===== src/rtl/uart_pkg.sv =====
// Shared UART definitions: receiver state encoding, frame format and default bit period.
package uart_pkg;

  typedef enum logic [2:0] {
    ST_IDLE  = 3'd0,
    ST_START = 3'd1,
    ST_DATA  = 3'd2,
    ST_STOP  = 3'd3,
    ST_BREAK = 3'd4
  } uart_state_t;

  localparam int   UART_DATA_BITS       = 8;
  localparam logic UART_IDLE_LEVEL      = 1'b1;
  localparam int   UART_BIT_CNT_DEFAULT = 100000;

endpackage


===== src/rtl/uart_recv_if.sv =====
// Receive-side signal bundle: serial line in, framed byte and status pulses out.
interface uart_recv_if;
  import uart_pkg::*;

  logic                      din;
  logic [UART_DATA_BITS-1:0] data;
  logic                      valid;
  logic                      frame_err;
  logic                      busy;

  modport master (output din, input data, valid, frame_err, busy);
  modport slave  (input din, output data, valid, frame_err, busy);

endinterface


===== src/rtl/uart_bit_timer.sv =====
// Loadable down-counter that pulses expire for one cycle, load_val cycles after a load.
module uart_bit_timer
  import uart_pkg::*;
#(
  parameter int BIT_CNT = UART_BIT_CNT_DEFAULT
) (
  input  logic                         clk,
  input  logic                         rst,
  input  logic                         load,
  input  logic [$clog2(BIT_CNT+1)-1:0] load_val,
  output logic                         expire
);

  localparam int W = $clog2(BIT_CNT + 1);

  logic [W-1:0] cnt_r;
  logic         run_r;

  // Counter parks at zero and stops once it has expired, so an idle timer never re-fires.
  assign expire = run_r && (cnt_r == {W{1'b0}});

  always_ff @(posedge clk or posedge rst) begin
    if (rst) begin
      cnt_r <= {W{1'b0}};
      run_r <= 1'b0;
    end else if (load) begin
      cnt_r <= load_val - W'(1);
      run_r <= 1'b1;
    end else if (expire) begin
      run_r <= 1'b0;
    end else if (run_r) begin
      cnt_r <= cnt_r - W'(1);
    end
  end

endmodule


===== src/rtl/uart_recv.sv =====
// 8N1 UART receiver: synchronizes the line, frames start/data/stop bits mid-bit,
// and reports each good byte with a valid pulse or a bad stop bit with frame_err.
module uart_recv
  import uart_pkg::*;
#(
  parameter int BIT_CNT  = UART_BIT_CNT_DEFAULT,
  parameter int HALF_CNT = BIT_CNT / 2
) (
  input logic        clk,
  input logic        rst,
  uart_recv_if.slave bus
);

  localparam int TW = $clog2(BIT_CNT + 1);
  localparam int IW = $clog2(UART_DATA_BITS);
  localparam logic [TW-1:0] BIT_LOAD  = TW'(BIT_CNT);
  localparam logic [TW-1:0] HALF_LOAD = TW'(HALF_CNT);

  logic                      rx_meta, rx_s, rx_d;
  uart_state_t               state, next_state;
  logic [UART_DATA_BITS-1:0] shreg, data_r;
  logic [IW-1:0]             bit_idx;
  logic                      valid_r, frame_err_r, busy_r;
  logic                      expire, tmr_load;
  logic [TW-1:0]             tmr_val;
  logic                      start_edge, last_bit;
  logic                      shift_en, idx_clr, take_byte, flag_err;

  assign start_edge = (rx_d == UART_IDLE_LEVEL) && (rx_s != UART_IDLE_LEVEL);
  assign last_bit   = (bit_idx == IW'(UART_DATA_BITS - 1));

  uart_bit_timer #(.BIT_CNT(BIT_CNT)) u_timer (
    .clk      (clk),
    .rst      (rst),
    .load     (tmr_load),
    .load_val (tmr_val),
    .expire   (expire)
  );

  // Two synchronizer stages, then one delay stage for start-edge detection.
  always_ff @(posedge clk or posedge rst) begin
    if (rst) begin
      rx_meta <= UART_IDLE_LEVEL;
      rx_s    <= UART_IDLE_LEVEL;
      rx_d    <= UART_IDLE_LEVEL;
    end else begin
      rx_meta <= bus.din;
      rx_s    <= rx_meta;
      rx_d    <= rx_s;
    end
  end

  always_ff @(posedge clk or posedge rst) begin
    if (rst) state <= ST_IDLE;
    else     state <= next_state;
  end

  always_comb begin
    next_state = state;
    case (state)
      ST_IDLE: begin
        if (start_edge) next_state = ST_START;
        else            next_state = ST_IDLE;
      end
      ST_START: begin
        if (expire) begin
          if (rx_s == UART_IDLE_LEVEL) next_state = ST_IDLE;
          else                         next_state = ST_DATA;
        end else begin
          next_state = ST_START;
        end
      end
      ST_DATA: begin
        if (expire && last_bit) next_state = ST_STOP;
        else                    next_state = ST_DATA;
      end
      ST_STOP: begin
        if (expire) begin
          if (rx_s == UART_IDLE_LEVEL) next_state = ST_IDLE;
          else                         next_state = ST_BREAK;
        end else begin
          next_state = ST_STOP;
        end
      end
      // A held-low line must rise before another start edge can be recognised.
      ST_BREAK: begin
        if (rx_s == UART_IDLE_LEVEL) next_state = ST_IDLE;
        else                         next_state = ST_BREAK;
      end
      default: next_state = ST_IDLE;
    endcase
  end

  always_comb begin
    tmr_load  = 1'b0;
    tmr_val   = BIT_LOAD;
    shift_en  = 1'b0;
    idx_clr   = 1'b0;
    take_byte = 1'b0;
    flag_err  = 1'b0;
    case (state)
      ST_IDLE: begin
        if (start_edge) begin
          tmr_load = 1'b1;
          tmr_val  = HALF_LOAD;
        end else begin
          tmr_load = 1'b0;
        end
      end
      ST_START: begin
        if (expire && (rx_s != UART_IDLE_LEVEL)) begin
          tmr_load = 1'b1;
          idx_clr  = 1'b1;
        end else begin
          tmr_load = 1'b0;
        end
      end
      ST_DATA: begin
        if (expire) begin
          tmr_load = 1'b1;
          shift_en = 1'b1;
        end else begin
          shift_en = 1'b0;
        end
      end
      ST_STOP: begin
        if (expire) begin
          if (rx_s == UART_IDLE_LEVEL) take_byte = 1'b1;
          else                         flag_err  = 1'b1;
        end else begin
          take_byte = 1'b0;
        end
      end
      ST_BREAK: tmr_load = 1'b0;
      default:  tmr_load = 1'b0;
    endcase
  end

  always_ff @(posedge clk or posedge rst) begin
    if (rst) begin
      shreg       <= {UART_DATA_BITS{1'b0}};
      bit_idx     <= {IW{1'b0}};
      data_r      <= {UART_DATA_BITS{1'b0}};
      valid_r     <= 1'b0;
      frame_err_r <= 1'b0;
      busy_r      <= 1'b0;
    end else begin
      if (shift_en) shreg <= {rx_s, shreg[UART_DATA_BITS-1:1]};
      if (idx_clr)       bit_idx <= {IW{1'b0}};
      else if (shift_en) bit_idx <= bit_idx + IW'(1);
      if (take_byte) data_r <= shreg;
      valid_r     <= take_byte;
      frame_err_r <= flag_err;
      busy_r      <= (next_state != ST_IDLE);
    end
  end

  assign bus.data      = data_r;
  assign bus.valid     = valid_r;
  assign bus.frame_err = frame_err_r;
  assign bus.busy      = busy_r;

endmodule


===== src/flat_wrapper.sv =====
// flat-port wrapper written by rule: the top's interface ports become plain ports
module uart_recv_flat import uart_pkg::*;
#(
  parameter int BIT_CNT  = UART_BIT_CNT_DEFAULT,
  parameter int HALF_CNT = BIT_CNT / 2
)
  (clk, rst, bus_din, bus_data, bus_valid, bus_frame_err, bus_busy);
  uart_recv_if bus_i ();
  input logic clk;
  input logic rst;
  input wire logic [$bits(bus_i.din)-1:0] bus_din;
  output wire logic [$bits(bus_i.data)-1:0] bus_data;
  output wire logic [$bits(bus_i.valid)-1:0] bus_valid;
  output wire logic [$bits(bus_i.frame_err)-1:0] bus_frame_err;
  output wire logic [$bits(bus_i.busy)-1:0] bus_busy;
  assign bus_i.din = bus_din;
  assign bus_data = bus_i.data;
  assign bus_valid = bus_i.valid;
  assign bus_frame_err = bus_i.frame_err;
  assign bus_busy = bus_i.busy;
  uart_recv #(.BIT_CNT(BIT_CNT), .HALF_CNT(HALF_CNT)) u_core (.clk(clk), .rst(rst), .bus(bus_i));
endmodule

===== config.mk =====
export PLATFORM = sky130hd
export DESIGN_NAME = uart_recv_flat
export DESIGN_NICKNAME = d
export VERILOG_FILES = /design/src/rtl/uart_pkg.sv /design/src/rtl/uart_recv_if.sv /design/src/rtl/uart_bit_timer.sv /design/src/rtl/uart_recv.sv /design/src/flat_wrapper.sv
export SDC_FILE = /design/constraint.sdc
export NUM_CORES = 1
export LEC_CHECK = 0
export ABC_CLOCK_PERIOD_IN_PS = 5500
export BUFFER_PORTS_ARGS = -buffer_cell sky130_fd_sc_hd__buf_4
export CAP_MARGIN = 15
export CORE_MARGIN = 2
export CORE_UTILIZATION = 57
export DETAILED_ROUTE_END_ITERATION = 16
export PLACE_DENSITY = 0.74
export SLEW_MARGIN = 10
export SYNTH_ARGS = -nofsm -noshare
export SYNTH_HDL_FRONTEND = slang
export SYNTH_SLANG_ARGS = --single-unit

===== constraint.sdc =====
create_clock -name clk -period 5.5 [get_ports clk]
set_clock_uncertainty 0.1 [all_clocks]
set_input_delay 0.55 -clock clk [delete_from_list [all_inputs] [get_ports clk]]
set_output_delay 0.55 -clock clk [all_outputs]
set_load 0.02 [all_outputs]

==> results.yml, run 1 <==
yosys:
  synth_edf_count: 0
  synth_cell_types: 48
  yosys.area_share.simple_pct: 21.9
  syn-cell-area_um2: 2220
  synth_fa_ha_area_share_pct: 1.69
  syn_inst: 199
  avgSynthCellArea_um2: 11.2
  ys_ff_latch: 46
  async_flop_share_pct: 100
  synthTopCellsByArea: "dfrtp_1 48%, mux2_2 7.6%, dfstp_2 3.6%"
  synth_compound_area_share_pct: 7.38
  synth_xor_area_share_pct: 4.34
  synth_top_family_by_area: "simple AND/OR/NAND/NOR gates"
  syn-num-nets: 205
  synth_mux_area_share_pct: 10.4
  yosys.cell_count.top_type: "dfrtp_1"
  seq_area_frac_synth_pct: 52.0
  ys.flop_type: "dfrtp_1"
  ys_warn_count: 0
  yosys.area.top_type_share_pct: 48.5
  netlist_top_cells_count: "43 x dfrtp_1, 18 x nand2_1, 18 x nor2_1"
  yosysTopAreaCell: "dfrtp_1"
cells_and_area:
  regArea_um2: 1150
  multi_input_area_um2: 1010
  antenna_cells: 0
  fillers: 279
  final_cells: 265
  layout-drive-gt1-share_pct: 23.5
  finalInstanceArea_um2: 2480
  areaGrowthSynthToFinish_pct: 11.6
  fin_nets: 222
route:
  vias_per_cell: 5.94
  drtPass1Iterations: 4
  drtIter0Drc: 142
  routedWlPerCell_um: 15.3
  routed_wl_um: 4060
  drc: 0
  vias: 1575
  drtAntennaViolNets: 0
timing:
  tightest_slew_ns: 0.669
  fmax_mhz: 340
  rsz0062_at_grt: "no"
  setup_viol: 0
  hold_violations: 0
  final.min_clock_period_ns: 2.94
  slew_headroom_pct: 55.0
  post-route-period-util_pct: 53.4
  finalMaxSlewViolations: 0
  final.setup.tns_ns: 0
critical_path:
  crit_path_frequent_cell: "a21oi_1"
  worstPathRequired_ns: 5.62
  worstPathMaxFanout: 8
  worstSetupPathType: "flop to flop"
  path_cells: "or4_4, a211oi_1, a21oi_1, nand2_1, ha_1, and3_1, nand4_1, xor2_1, a21oi_1"
  cp.arrival_ns: 3.06
  r2r-start: "u_core.u_timer.cnt_r[9]"
  cp_slowest_cell: "or4_4"
  path_buf_inv: 0
  rrSetupSlack_ns: 2.56
  cpLargestDelayFamily: "simple AND/OR/NAND/NOR gates"
  crit_path_start_kind: "flop"
  cp.depth: 9
  slowest_delay_ns: 0.61
  cp-end-kind: "flop"
  crit_start: "u_core.u_timer.cnt_r[9]"
  worst-r2r-cell-count: 9
power_and_ir_drop:
  pwr-share-clk_pct: 30.5
  swShare_pct: 30.6
  power_density_nw_per_um2: 333
  power_switching_uw: 252
  internal-power_uw: 573
  p_leak_nw: 1.13
  combPwrFrac_pct: 18.1
  seqPwrFrac_pct: 51.5
  ir_drop_uv: 231
cts:
  htreeDepth: 2
  clk_pin_slew_ns: 0.09
  cts-root-buf: "clkbuf_8"
  clk_latency_ns: 0.30
  postCtsHoldBufs: 0
  cts.sinks: 46
  cts_tree: "built"
  ctsResizeCount: 0
  postCtsSetupRepairBufs: 0
  cts_max_path_buffers: 2
  cts_made_buffers: 5
floorplanning:
  die_h_um: 66.4
  rows: 22
  die_x_um: 66.4
  die_area_um2: 4410
  start_util_pct: 59.7
  pin_count: 14
  coreArea_um2: 3720
global_routing:
  antenna_found_initial: 0
  grt_use_total_pct: 21.2
  grt_pass1_wl_um: 7100
  gr-total-overflow: 0
  grt_max_degree: 47
  grt_pass1_vias: 1526
placement:
  dp_cells: 257
  port_buffers: 13
  gp_congestion: 0.862
  dpl_cell_area_um2: 2360
  dp_hpwl_um: 2880
flow_run:
  drv_cap: 0
hold_path:
  hold_start: "bus_din"
  holdPathStages: 1
  hold_path.class: "primary input to flop"
outcome:
  outcome: "finished, final reports clean"
[final cells by class]
class	instances	share of cell area [%]
tap	48	2.42
inverter	6	0.909
clock buffer	5	2.78
sequential	46	46.6
multi-input combinational	142	41.0
clock inverter	3	1.77
timing repair buffer	15	4.55
[logic make-up (layout without fill, tap and decap cells)]
family | count (synthesis) | count (layout)
buf+inv | 11 | 29
simple gates | 81 | 81
flops | 46 | 46
fa+ha+maj | 3 | 3
mux | 21 | 21
compound gates | 26 | 26
xor+xnor | 11 | 11
[worst paths after layout]
| check | endpoint |
|---|---|
| worst max-delay path | u_core.u_timer.cnt_r[16] |
| worst min-delay path | u_core.rx_meta |
| worst max register to register | u_core.u_timer.cnt_r[16] |
| worst min register to register | u_core.rx_s |
| max in group asynchronous | u_core.rx_d |
| min in group asynchronous | u_core.shreg[3] |
[worst register-to-register path, cell delays in order (launching register included)]
cell and delay, ns:
dfrtp_1 0.45, or4_4 0.61, a211oi_1 0.28, a21oi_1 0.25, nand2_1 0.15, ha_1 0.26, and3_1 0.31, nand4_1 0.13
xor2_1 0.17, a21oi_1 0.15
[sequential cells by signal, indices dropped and copies added (netlist names), 3 cells and up]
signal	flops
u_core.shreg	8
u_core.state	3
u_core.bus.data	8
u_core.u_timer.cnt_r	17
u_core.bit_idx	3
[metal layers]
metal | global-route usage, % | wire length, um | vias to the layer above
li1 | - | - | 756
met4 | 7.14 | 51 | 0
met5 | 0 | 0 | -
met3 | 5.28 | 248 | 7
met1 | 29.8 | 1890 | 762
met2 | 32.0 | 1870 | 50
[metrics by stage]
step / total power [mW] / hold WS (ns) / setup slack (ns) / util [%]
final: 0.826 / 0.248 / 2.56 / 66.7
after floorplan: 0.537 / 0.245 / 2.78 / -
after global routing: 0.871 / 0.237 / 2.36 / 66.7
after detailed placement: 0.579 / 0.250 / 2.61 / 63.6
after CTS: 0.830 / 0.243 / 2.60 / 66.7
after global placement: 0.570 / 0.250 / 2.70 / 63.6
[power by group through the flow]
stage | clock (mW) | sequential, mW | combinational (mW)
after floorplan | 0 | 0.419 | 0.118
after global placement | 0 | 0.426 | 0.143
after detailed placement | 0 | 0.430 | 0.150
after CTS | 0.256 | 0.424 | 0.151
after global routing | 0.269 | 0.432 | 0.171
final | 0.252 | 0.425 | 0.149
[placed cells by master, fill, tap and decap left out, types with 4 or more instances in the layout]
cell | netlist | layout
clkbuf_8 | 0 | 5
mux2i_1 | 5 | 5
inv_1 | 6 | 5
nand4_1 | 5 | 5
xnor2_1 | 4 | 4
a21oi_1 | 10 | 10
nand2_1 | 18 | 18
buf_4 | 2 | 15
dfrtp_1 | 43 | 43
o21ai_0 | 5 | 5
xor2_1 | 7 | 7
nand3_1 | 7 | 7
nor2_1 | 18 | 18
mux2_2 | 15 | 15
and3_1 | 5 | 5
Power figures use the tool's default switching activity.
==> inputs of run 2 (changes only) <==
--- a/config.mk
+++ b/config.mk
@@ -5,13 +5,13 @@
 export SDC_FILE = /design/constraint.sdc
 export NUM_CORES = 1
 export LEC_CHECK = 0
-export ABC_CLOCK_PERIOD_IN_PS = 5500
+export ABC_CLOCK_PERIOD_IN_PS = 2650
 export BUFFER_PORTS_ARGS = -buffer_cell sky130_fd_sc_hd__buf_4
 export CAP_MARGIN = 15
 export CORE_MARGIN = 2
-export CORE_UTILIZATION = 57
+export CORE_UTILIZATION = 54
 export DETAILED_ROUTE_END_ITERATION = 16
-export PLACE_DENSITY = 0.74
+export PLACE_DENSITY = 0.73
 export SLEW_MARGIN = 10
 export SYNTH_ARGS = -nofsm -noshare
 export SYNTH_HDL_FRONTEND = slang
==> constraint.sdc (replaced) <==
create_clock -name clk -period 2.65 [get_ports clk]
set_clock_uncertainty 0.1 [all_clocks]
set_input_delay 0.265 -clock clk [delete_from_list [all_inputs] [get_ports clk]]
set_output_delay 0.265 -clock clk [all_outputs]
set_load 0.02 [all_outputs]
==> run 2 against run 1 <==
Net effect:
- design area grew 4.6%
- worst hold slack improved by 0.020 ns
- non-clock buffer count grew 12
- global-route usage rose by 0.95 points
- clock-buffer cell count stayed put
- sequential power increased by 110%
- clock power rose by 110%
- total power is 120% higher
- largest cell class unchanged
- sequential share of layout area decreased by 2.0 points
==> results.yml, run 2 (same netlist as run 1, synthesis figures left out) <==
outcome:
  outcome: "finished, final reports clean"
cells_and_area:
  areaGrowthSynthToFinish_pct: 16.8
  final_cell_mix: "42 x dfrtp_1, 25 x buf_4, 18 x nor2_1, 18 x nand2_1, 15 x mux2_2"
  regMostFlops: "u_core.u_timer.cnt_r"
  fillers: 303
  largest_reg_flops: 17
  final_common_cell: "dfrtp_1"
  fin_nets: 234
  antenna_cells: 0
  layout-drive-gt1-share_pct: 29.7
hold_path:
  hold_path.class: "flop to flop"
timing:
  setup_viol: 0
  finalMaxSlewViolations: 0
  post-route-period-util_pct: 95.1
  worst_slack_ns: 0.129
  slew_headroom_pct: 56.5
  final.setup.tns_ns: 0
  hold_violations: 0
  final.min_clock_period_ns: 2.52
  fmax_mhz: 397
  rsz0062_at_grt: "no"
  tightest_slew_ns: 0.651
  holdWs_ns: 0.268
critical_path:
  slowest_delay_ns: 0.62
  worstSetupPathType: "flop to flop"
  cp.arrival_ns: 2.60
  path_cells: "or4_1, a211oi_2, a21oi_2, nand2_1, ha_2, and3_2, o21ai_0, xor2_1, nand2_1"
  worstPathMaxFanout: 7
  cp_slowest_cell: "or4_1"
  crit_path_frequent_cell: "nand2_1"
  worstPathRequired_ns: 2.73
  cp-end-kind: "flop"
  path_buf_inv: 0
  crit_path_start_kind: "flop"
  cpLargestDelayFamily: "simple AND/OR/NAND/NOR gates"
floorplanning:
  die_h_um: 68.1
  rows: 23
  start_util_pct: 55.9
  die_x_um: 68.1
  pin_count: 14
  die_area_um2: 4640
  coreArea_um2: 3970
global_routing:
  grt_use_total_pct: 22.1
  grt_max_degree: 34
  grt_pass1_vias: 1617
  gr-total-overflow: 0
  grt_pass1_wl_um: 7530
  antenna_found_initial: 0
route:
  drtIter0Drc: 223
  routed_wl_um: 4570
  routedWlPerCell_um: 16.4
  drc: 0
  drtAntennaViolNets: 0
  vias: 1624
  drtPass1Iterations: 4
  vias_per_cell: 5.82
cts:
  clk_latency_ns: 0.30
  cts_tree: "built"
  cts.sinks: 46
  htreeDepth: 2
  cts_max_path_buffers: 2
  postCtsSetupRepairBufs: 0
  cts_made_buffers: 5
  clk_pin_slew_ns: 0.09
  cts-root-buf: "clkbuf_8"
placement:
  dp_hpwl_um: 3300
  gp_congestion: 0.897
  port_buffers: 13
  place_ws_ns: 0.116
power_and_ir_drop:
  p_leak_nw: 1.19
  power_density_nw_per_um2: 691
  ir_drop_uv: 501
flow_run:
  drv_cap: 0
## run 2: timing repair
item                                    4_1_cts  5_1_grt
endpoints found under the setup margin        0        5
gates resized for setup                       0        3
endpoints found under the hold margin         1       12
hold buffers                                  1        1
## run 2: final timing paths
path / slack, ns / from / end / cells after the start
setup / recovery: 0.13 / u_core.u_timer.cnt_r[13] / u_core.u_timer.cnt_r[6] / 9
hold / removal: 0.27 / u_core.rx_meta / u_core.rx_s / 0
setup reg to reg: 0.13 / u_core.u_timer.cnt_r[13] / u_core.u_timer.cnt_r[6] / 9
hold reg to reg: 0.27 / u_core.rx_meta / u_core.rx_s / 0
max in group asynchronous: 1.30 / rst / u_core.u_timer.cnt_r[6] / 4
min in group asynchronous: 0.50 / rst / u_core.shreg[5] / 3
## run 2: final cells by class
cell class	count	area, um^2	area share [%]
Clock inverter	3	43.8	1.69
Tap cell	50	62.6	2.41
Clock buffer	5	68.8	2.65
Multi-Input combinational cell	142	1030	39.8
Timing Repair Buffer	27	208	8.01
Inverter	6	22.5	0.869
Sequential cell	46	1160	44.6
## run 2: where the power goes
part | internal [mW] | switching (mW)
registers | 0.779 | 0.0958
clock network | 0.283 | 0.251
logic | 0.172 | 0.210
## run 2: through the flow
step           util [%]  power, mW  cell area (um^2)  cells
2_1_floorplan         -       1.12              2230    199
3_3_place_gp       61.8       1.24              2450    269
3_5_place_dp       61.8       1.26              2450    269
4_1_cts            64.9       1.79              2580    278
5_1_grt            65.3       1.89              2590    279
6_report           65.3       1.79              2590    279
## run 2: routing by layer
metal,share of wire (%),GRT usage [%]
met5,0,0
met4,2.0,9.75
met3,5.2,4.44
met2,46,32.3
met1,46,31.9
==> inputs of run 3 (changes only) <==
--- a/config.mk
+++ b/config.mk
@@ -5,11 +5,12 @@
 export SDC_FILE = /design/constraint.sdc
 export NUM_CORES = 1
 export LEC_CHECK = 0
-export ABC_CLOCK_PERIOD_IN_PS = 2650
+export ABC_CLOCK_PERIOD_IN_PS = 2300
 export BUFFER_PORTS_ARGS = -buffer_cell sky130_fd_sc_hd__buf_4
 export CAP_MARGIN = 15
 export CORE_MARGIN = 2
 export CORE_UTILIZATION = 54
+export CTS_CLUSTER_SIZE = 20
 export DETAILED_ROUTE_END_ITERATION = 16
 export PLACE_DENSITY = 0.73
 export SLEW_MARGIN = 10
==> constraint.sdc (replaced) <==
create_clock -name clk -period 2.3 [get_ports clk]
set_clock_uncertainty 0.1 [all_clocks]
set_input_delay 0.23 -clock clk [delete_from_list [all_inputs] [get_ports clk]]
set_output_delay 0.23 -clock clk [all_outputs]
set_load 0.02 [all_outputs]
==> run 3 against run 2 <==
Net effect:
- the run now ends with negative setup slack left
- die area stayed put
- sequential power increased by 15%
- global-route usage is 1.0 points higher
- worst setup slack got worse by 0.18 ns
- routed wire length grew 7.3%
- largest cell class unchanged
- register-to-register slack got worse by 0.18 ns
- critical endpoint is now u_core.u_timer.cnt_r[10]
==> results.yml, run 3 (same netlist as run 1, synthesis figures left out) <==
floorplanning:
  die_area_um2: 4640
  rows: 23
  die_x_um: 68.1
  start_util_pct: 55.9
  pin_count: 14
  coreArea_um2: 3970
  die_h_um: 68.1
route:
  drtAntennaViolNets: 0
  drc: 0
  routedWlPerCell_um: 16.3
  vias: 1733
  met2WireLength_um: 2510
  routed_wl_um: 4900
  wl_met1_um: 2100
  highest_layer: "met4"
  drtPass1Iterations: 5
  wl_met3_um: 208
  drtIter0Drc: 144
  vias_per_cell: 5.78
global_routing:
  antenna_found_initial: 0
  grt_pass1_vias: 1684
  grt_max_degree: 34
  gr-total-overflow: 0
  grt_use_total_pct: 23.1
  grt_pass1_wl_um: 7940
critical_path:
  cpLargestDelayFamily: "simple AND/OR/NAND/NOR gates"
  worstPathMaxFanout: 6
  cp-end-kind: "flop"
  worst-r2r-cell-count: 9
  cp.arrival_ns: 2.48
  worstPathRequired_ns: 2.42
  cp_slowest_cell: "or4b_4"
  crit_path_start_kind: "flop"
  worstSetupPathType: "flop to flop"
  path_buf_inv: 0
  path_cells: "or4b_4, a211oi_4, a21oi_2, nand2_2, ha_4, and3_4, nand4b_1, xor2_1, a21oi_1"
  slowest_delay_ns: 0.51
  cp.depth: 9
timing:
  worst_slack_ns: -0.0510
  final.setup.tns_ns: -0.193
  fmax_mhz: 425
  post-route-period-util_pct: 102
  setup_viol: 7
  slew_headroom_pct: 56.5
  final.min_clock_period_ns: 2.35
  rsz0062_at_grt: "yes"
  tightest_slew_ns: 0.651
  hold_violations: 0
  finalMaxSlewViolations: 0
cts:
  htreeDepth: 2
  cts_max_path_buffers: 2
  cts.sinks: 46
  cts_tree: "built"
  clk_latency_ns: 0.30
  cts_made_buffers: 5
  clk_pin_slew_ns: 0.09
  cts-root-buf: "clkbuf_8"
cells_and_area:
  regMostFlops: "u_core.u_timer.cnt_r"
  largest_reg_flops: 17
  fin_nets: 255
  final_cell_mix: "43 x buf_4, 43 x dfrtp_1, 18 x nor2_1"
  areaGrowthSynthToFinish_pct: 27.8
  antenna_cells: 0
  layout-drive-gt1-share_pct: 39.2
  final_cells: 300
power_and_ir_drop:
  p_leak_nw: 1.29
  power_mw: 2.10
  ir_drop_uv: 558
  power_density_nw_per_um2: 739
outcome:
  outcome: "complete, but fails checks"
  violations: "negative setup slack"
hold_path:
  hold_path.class: "flop to flop"
  holdPathStages: 0
placement:
  dp_cells: 284
  gp_congestion: 1.03
  dp_hpwl_um: 3560
  port_buffers: 13
flow_run:
  drv_cap: 0
-- run 3: cell count changes in the layout (fill, tap and decap cells not counted), moves of 2 or more --
cell | previous run | this run
nor4_2 | 0 | 2
buf_4 | 25 | 43
o21ai_0 | 5 | 3
and3_4 | 0 | 2
nand2_1 | 18 | 16
o21ai_1 | 0 | 2
a21oi_2 | 1 | 4
clkinvlp_4 | 0 | 2
a21oi_1 | 9 | 6
buf_6 | 0 | 2
nor4_1 | 3 | 1
nand2_2 | 0 | 2
-- run 3: report_power, final --
part           switching, mW  internal, mW
Combinational          0.295         0.289
Clock                  0.291         0.217
Sequential             0.110         0.897
-- run 3: what timing repair did --
item,4_1_cts,5_1_grt
resized for setup,8,12
setup buffers,1,5
hold buffers,1,1
setup endpoints to repair,7,18
pin swaps,10,10
hold endpoints to repair,1,28
-- run 3: through the flow --
step	setup slack [ns]	utilization (%)	cell area [um^2]	hold WS (ns)
2_1_floorplan	-0.194	-	2250	0.134
3_3_place_gp	-0.0793	65.0	2580	0.241
3_5_place_dp	-0.185	65.0	2580	0.248
4_1_cts	-0.0546	68.5	2720	0.00198
5_1_grt	-0.164	71.5	2840	0.270
6_report	-0.0510	71.5	2840	0.264
-- run 3: area by class of cell --
cell class / instances / area (um^2)
sequential: 46 / 1150
fill: 266 / 1130
multi-input combinational: 142 / 1120
timing repair buffer: 48 / 385
clock buffer: 5 / 68.8
tap: 50 / 62.6
clock inverter: 3 / 23.8
inverter: 6 / 22.5
-- run 3: per-layer routing --
| metal | vias up | GRT usage, % |
|---|---|---|
| met5 | - | 0 |
| met4 | 0 | 9.50 |
| met3 | 9 | 3.45 |
| met2 | 50 | 37.7 |
| met1 | 855 | 30.9 |
| li1 | 819 | - |
-- run 3: final timing paths --
kind,slack (ns),to,start
worst min register to register,0.26,u_core.rx_s,u_core.rx_meta
worst max register to register,-0.05,u_core.u_timer.cnt_r[10],u_core.state[0]
min in group asynchronous,0.49,u_core.shreg[6],rst
max in group asynchronous,0.99,u_core.u_timer.cnt_r[16],rst
worst min-delay path,0.26,u_core.rx_s,u_core.rx_meta
worst max-delay path,-0.05,u_core.u_timer.cnt_r[10],u_core.state[0]
-- run 3: worst register-to-register path, delay by kind of cell (launching register included) --
family / cells / cell delay (ns)
AOI/OAI and AO/OA: 3 / 0.52
xor gates and xnor gates: 1 / 0.16
adders and majority gates: 1 / 0.13
DFF: 1 / 0.44
and+or+nand+nor: 4 / 0.92
